$ cat src/rtl/deadlock_pkg.sv
// Shared deadlock-monitor types and defaults: FSM state encoding, parameter defaults, trace width.
package deadlock_pkg;

    typedef enum logic [1:0] {
        S_IDLE   = 2'd0,
        S_WATCH  = 2'd1,
        S_REPORT = 2'd2,
        S_HOLD   = 2'd3
    } state_t;

    localparam int NUM_MON_DEF = 4;
    localparam int THRESH_DEF  = 256;
    localparam int CNT_W_DEF   = 16;
    localparam int TRACE_W     = 32;

endpackage

$ cat src/rtl/deadlock_persist_cnt.sv
// One saturating persistence counter; hit is combinational and flags the sample that reaches THRESH.
// No backpressure: advance/flush are decided by the controller each cycle.
module deadlock_persist_cnt #(
    parameter int THRESH = 256,
    parameter int CNT_W  = 16
) (
    input  logic clock,
    input  logic reset,
    input  logic flush,
    input  logic advance,
    input  logic blocked,
    output logic hit
);

    localparam logic [CNT_W-1:0] LIMIT = CNT_W'(THRESH);

    logic [CNT_W-1:0] cnt;

    always_ff @(posedge clock) begin
        if (reset || flush) begin
            cnt <= '0;
        end else if (advance) begin
            if (!blocked)
                cnt <= '0;
            else if (cnt != LIMIT)
                cnt <= cnt + 1'b1;
        end
    end

    // The sample that takes cnt from THRESH-1 to THRESH is the detecting one.
    assign hit = advance && blocked && (cnt >= LIMIT - 1'b1);

endmodule

$ cat src/rtl/deadlock_report_ctrl.sv
// Deadlock detector: flags a monitor blocked for THRESH cycles; report one cycle after the last blocked sample.
// report_valid/report_idx/trace_cycle held until report_ready; optional cycle stamp under DEADLOCK_TRACE_EN.
module deadlock_report_ctrl
    import deadlock_pkg::*;
#(
    parameter int NUM_MON  = NUM_MON_DEF,
    parameter int THRESH   = THRESH_DEF,
    parameter int CNT_W    = CNT_W_DEF,
    localparam int IDX_W   = (NUM_MON > 1) ? $clog2(NUM_MON) : 1
) (
    input  logic               clock,
    input  logic               reset,
    input  logic               enable,
    input  logic [NUM_MON-1:0] mon_block,
    input  logic [NUM_MON-1:0] mon_idle,
    input  logic               clear,
    output logic               report_valid,
    input  logic               report_ready,
    output logic [IDX_W-1:0]   report_idx,
    output logic               deadlock,
    output logic [1:0]         state,
    output logic [TRACE_W-1:0] trace_cycle
);

    state_t             cur, nxt;
    logic               watching;
    logic               release_req;
    logic               flush;
    logic               detect;
    logic [NUM_MON-1:0] blocked;
    logic [NUM_MON-1:0] hit;
    logic               hit_any;
    logic [IDX_W-1:0]   hit_idx;

    assign watching    = (cur == S_WATCH) && enable;
    assign release_req = clear && ((cur == S_REPORT) || (cur == S_HOLD));
    assign flush       = release_req || ((cur == S_WATCH) && !enable);
    assign blocked     = mon_block & ~mon_idle;
    assign detect      = (cur == S_WATCH) && (nxt == S_REPORT);
    assign state       = cur;

    for (genvar g = 0; g < NUM_MON; g++) begin : g_cnt
        deadlock_persist_cnt #(
            .THRESH (THRESH),
            .CNT_W  (CNT_W)
        ) u_cnt (
            .clock   (clock),
            .reset   (reset),
            .flush   (flush),
            .advance (watching),
            .blocked (blocked[g]),
            .hit     (hit[g])
        );
    end

    // Descending scan so the lowest hitting index wins.
    always_comb begin
        hit_any = 1'b0;
        hit_idx = '0;
        for (int i = NUM_MON - 1; i >= 0; i--) begin
            if (hit[i]) begin
                hit_any = 1'b1;
                hit_idx = IDX_W'(i);
            end
        end
    end

    always_comb begin
        nxt = cur;
        case (cur)
            S_IDLE:   if (enable) nxt = S_WATCH;
            S_WATCH: begin
                if (!enable)
                    nxt = S_IDLE;
                else if (hit_any)
                    nxt = S_REPORT;
            end
            S_REPORT: begin
                if (clear)
                    nxt = enable ? S_WATCH : S_IDLE;
                else if (report_ready)
                    nxt = S_HOLD;
            end
            S_HOLD:   if (clear) nxt = enable ? S_WATCH : S_IDLE;
            default:  nxt = S_IDLE;
        endcase
    end

    always_ff @(posedge clock) begin
        if (reset) begin
            cur          <= S_IDLE;
            report_valid <= 1'b0;
            report_idx   <= '0;
            deadlock     <= 1'b0;
        end else begin
            cur          <= nxt;
            report_valid <= (nxt == S_REPORT);
            deadlock     <= (nxt == S_REPORT) || (nxt == S_HOLD);
            if (detect)
                report_idx <= hit_idx;
        end
    end

`ifdef DEADLOCK_TRACE_EN
    logic [TRACE_W-1:0] cyc_cnt;

    // Stamp is the counter value visible during the first report cycle.
    always_ff @(posedge clock) begin
        if (reset) begin
            cyc_cnt     <= '0;
            trace_cycle <= '0;
        end else begin
            cyc_cnt <= cyc_cnt + 1'b1;
            if (detect)
                trace_cycle <= cyc_cnt + 1'b1;
        end
    end
`else
    assign trace_cycle = '0;
`endif

endmodule

$ cat config.mk
export PLATFORM = sky130hd
export DESIGN_NAME = deadlock_report_ctrl
export DESIGN_NICKNAME = d
export VERILOG_FILES = /design/src/rtl/deadlock_pkg.sv /design/src/rtl/deadlock_persist_cnt.sv /design/src/rtl/deadlock_report_ctrl.sv
export SDC_FILE = /design/constraint.sdc
export NUM_CORES = 1
export LEC_CHECK = 0
export CORE_MARGIN = 2
export CORE_UTILIZATION = 40
export CTS_BUF_LIST = sky130_fd_sc_hd__clkbuf_4 sky130_fd_sc_hd__clkbuf_8 sky130_fd_sc_hd__clkbuf_16
export DETAILED_ROUTE_END_ITERATION = 8
export SLEW_MARGIN = 10
export SYNTH_ARGS = -nofsm -noshare
export SYNTH_HDL_FRONTEND = slang
export SYNTH_HIERARCHICAL = 1
export SYNTH_SLANG_ARGS = --single-unit
$ cat constraint.sdc
create_clock -name clock -period 4.5 [get_ports clock]
set_clock_uncertainty 0.1 [all_clocks]
set_input_delay 0.675 -clock clock [delete_from_list [all_inputs] [get_ports clock]]
set_output_delay 0.675 -clock clock [all_outputs]
set_load 0.03 [all_outputs]
==> reports/results.txt <==
Number of global-route vias before repair: 3756
Die W: 110 um
Multi-input gate area in the final layout: 0.00271 mm^2
Asr flop ratio synth: 0
Worst path bufs/invs: 2
Syn. warnings: 6
WP data arrival: 2.86 ns
Vias: 4096
Setup violators final: 0
Final WL: 10400 um
Max cap viols: 0
Top FF cell, synth: dfxtp_1
Unrepaired setup endpoints after global routing: no
H-tree levels: 3
Initial antenna violation count: 0
Req. time, crit path: 4.69 ns
Nets: 589
Flop pwr share: 0.477
Num CTS Buffers: 9
Cells after synthesis: 567
Worst-Margin Slew: 1.02 ns
Post-route setup TNS: 0 ns
Peak supply drop: 125 uV
Most frequent cells in the layout: 83 x nand2_1, 70 x dfxtp_1, 47 x a21oi_1, 35 x nand3_1, 34 x or4_1
FILL cells: 1087
Final WS setup: 1.84 ns
Min Tclk post-route: 2.66 ns
Die height: 110 um
Pleak: 1.62 nW
Worst path top cell family by delay: simple AND/OR/NAND/NOR gates
Sequential area share after synthesis: 0.312
Synth Cell Area: 0.00450 mm^2
N_diodes: 0
Cell taking the most area after synthesis: dfxtp_1
Slowest cell on crit path: nor2_1
Clock transition at path regs: 0.08 ns
Core Region: 0.0109 mm^2
Global router's overall resource usage: 0.179
Internal: 0.946 mW
Clock buffer depth: 2
Hold WC Path Type: reg2reg
Hold-fix buffers at CTS: 0
PostCTS Resize Cnt: 0
Setup bufs post-CTS: 0
CTS root buf: clkbuf_8
CTS tree: built
Sw Share: 0.276
Reg area: 0.00140 mm^2
DRC: 0
Drt pass-1 iters: 4
Flops & latches, synth: 70
Remaining antenna violation count: 0
Ranking of synthesized cells by area: dfxtp_1 31%, nand2_1 6.9%, buf_4 6.0%, or4_1 5.7%, a21oi_1 5.2%
Clock power share: 0.419
Global-route wire length before repair: 17500 um
Startpoint Class: primary input
CP peak stage delay: 0.89 ns
Area growth from synthesis to layout: 5.95%
Syn_area_per_cell: 7.93 um^2
Net Sw Power: 0.360 mW
Routability cong.: 0.787
Pre-CTS WS: 1.46 ns
WL per Instance: 14.5 um
Layout Utilization: 0.438
Crit. End Element: register
Clock sink count: 70
Cell variety after synth: 63
Logic pwr share: 0.103
Fmax: 0.375 GHz
HPWL after detailed placement: 6850 um
Clk Latency, worst-skew pair: 0.35 ns
Largest net degree at the start of global routing: 23
Share of the synthesized area in the top cell type: 0.312
Slew Limit Fails: 0
Starting Density: 0.413
Setup CP Type: in2reg
Number of synthesized flops with an enable pin: 0
Pwr Density: 274 mW/mm^2
Total gr overflow: 0
Final period util: 0.592
Layout cell share with drive strength beyond 1: 0.0890
Most common cell after layout, fill and taps aside: nand2_1
Status: finished, final reports clean
I/O pin count: 51
Largest fanout on the critical path: 14
PortBufs: 18
Slew headroom: 0.319
CP Cell Sequence: clkdlybuf4s50_1, inv_1, nand2_1, o21ai_0, nor2_1, o21ai_0, nor2_1
Die area: 0.0121 mm^2
1st-iter DRT viols: 186
Final hold viol count: 0
Cell Rows: 38
Number of vias per cell: 5.74
## stage by stage
| step | power [mW] | hold slack, ns | std cells | area (um^2) |
|---|---|---|---|---|
| after global routing | 1.36 | 0.401 | 713 | 4770 |
| after floorplan | 0.770 | 0.337 | 598 | 4610 |
| after CTS | 1.32 | 0.375 | 713 | 4770 |
| final | 1.31 | 0.373 | 713 | 4770 |
| after global placement | 0.770 | 0.353 | 697 | 4550 |
| after detailed placement | 0.771 | 0.363 | 697 | 4550 |
## worst paths after layout
path                          startpoint                     end  slack (ns)  cells past startpoint
setup / recovery                  enable   g_cnt[0].u_cnt/cnt[5]        1.84                      7
hold reg to reg   g_cnt[0].u_cnt/cnt[15]  g_cnt[0].u_cnt/cnt[15]        0.37                      2
hold / removal    g_cnt[0].u_cnt/cnt[15]  g_cnt[0].u_cnt/cnt[15]        0.37                      2
setup reg to reg                state[1]           report_idx[0]        2.21                      6
## registers in the layout (all words and copies together), names as in the netlist
register and count:
report_idx 2, report_valid 1, g_cnt.u_cnt/cnt 64, deadlock 1, state 2
## kinds of logic after synthesis
kind of cell    Yosys count  synth area share
compound gates          142             0.209
fa+ha+maj                 8            0.0223
buf+inv                  78             0.113
flops                    70             0.312
mux                       2           0.00445
other cells               1          0.000834
simple gates            266             0.339
## tightest hold or removal path, cell delays in order, from the launching register on
cell and delay [ns]:
dfxtp_1 0.33, nand2_1 0.06, o21ai_1 0.05
## cell usage after synthesis (all sizes together), types with 2 or more instances
cell type	instances
nand2	83
dfxtp	70
a21oi	47
buf	47
o21ai	44
nand3	36
or4	34
nor2	24
clkbuf	17
nand4	17
inv	14
nand2b	10
nor3	10
ha	8
nor4	8
or2	8
and4	7
nor4b	7
o22ai	7
o31ai	6
a32o	5
a41oi	5
nor2b	5
nand4b	4
nor3b	4
o21a	4
or3	4
a31oi	3
and3	3
o311a	3
o311ai	3
o41ai	3
a211oi	2
a21boi	2
a31o	2
mux2i	2
## routing by layer
| metal | up-vias | track usage | share of wire |
|---|---|---|---|
| li1 | 2038 | - | - |
| met1 | 1929 | 0.244 | 0.47 |
| met2 | 118 | 0.281 | 0.47 |
| met3 | 11 | 0.0306 | 0.049 |
| met4 | 0 | 0.0696 | 0.015 |
| met5 | - | 0 | 0 |
## area by class of cell
cell class	instances	area share
Clock buffer	12	0.0333
Multi-Input combinational cell	450	0.568
Inverter	14	0.0110
Clock inverter	4	0.0116
Timing Repair Buffer	23	0.0457
Sequential cell	70	0.294
Tap cell	140	0.0368
## power groups by stage
stage / Sequential (mW) / Clock (mW) / Combinational (mW)
CTS: 0.623 / 0.562 / 0.134
global route: 0.623 / 0.589 / 0.146
finish: 0.623 / 0.548 / 0.135
global placement: 0.637 / 0 / 0.133
detailed placement: 0.637 / 0 / 0.134
floorplan: 0.638 / 0 / 0.132
Note: power is estimated with default switching activity, not from simulation.
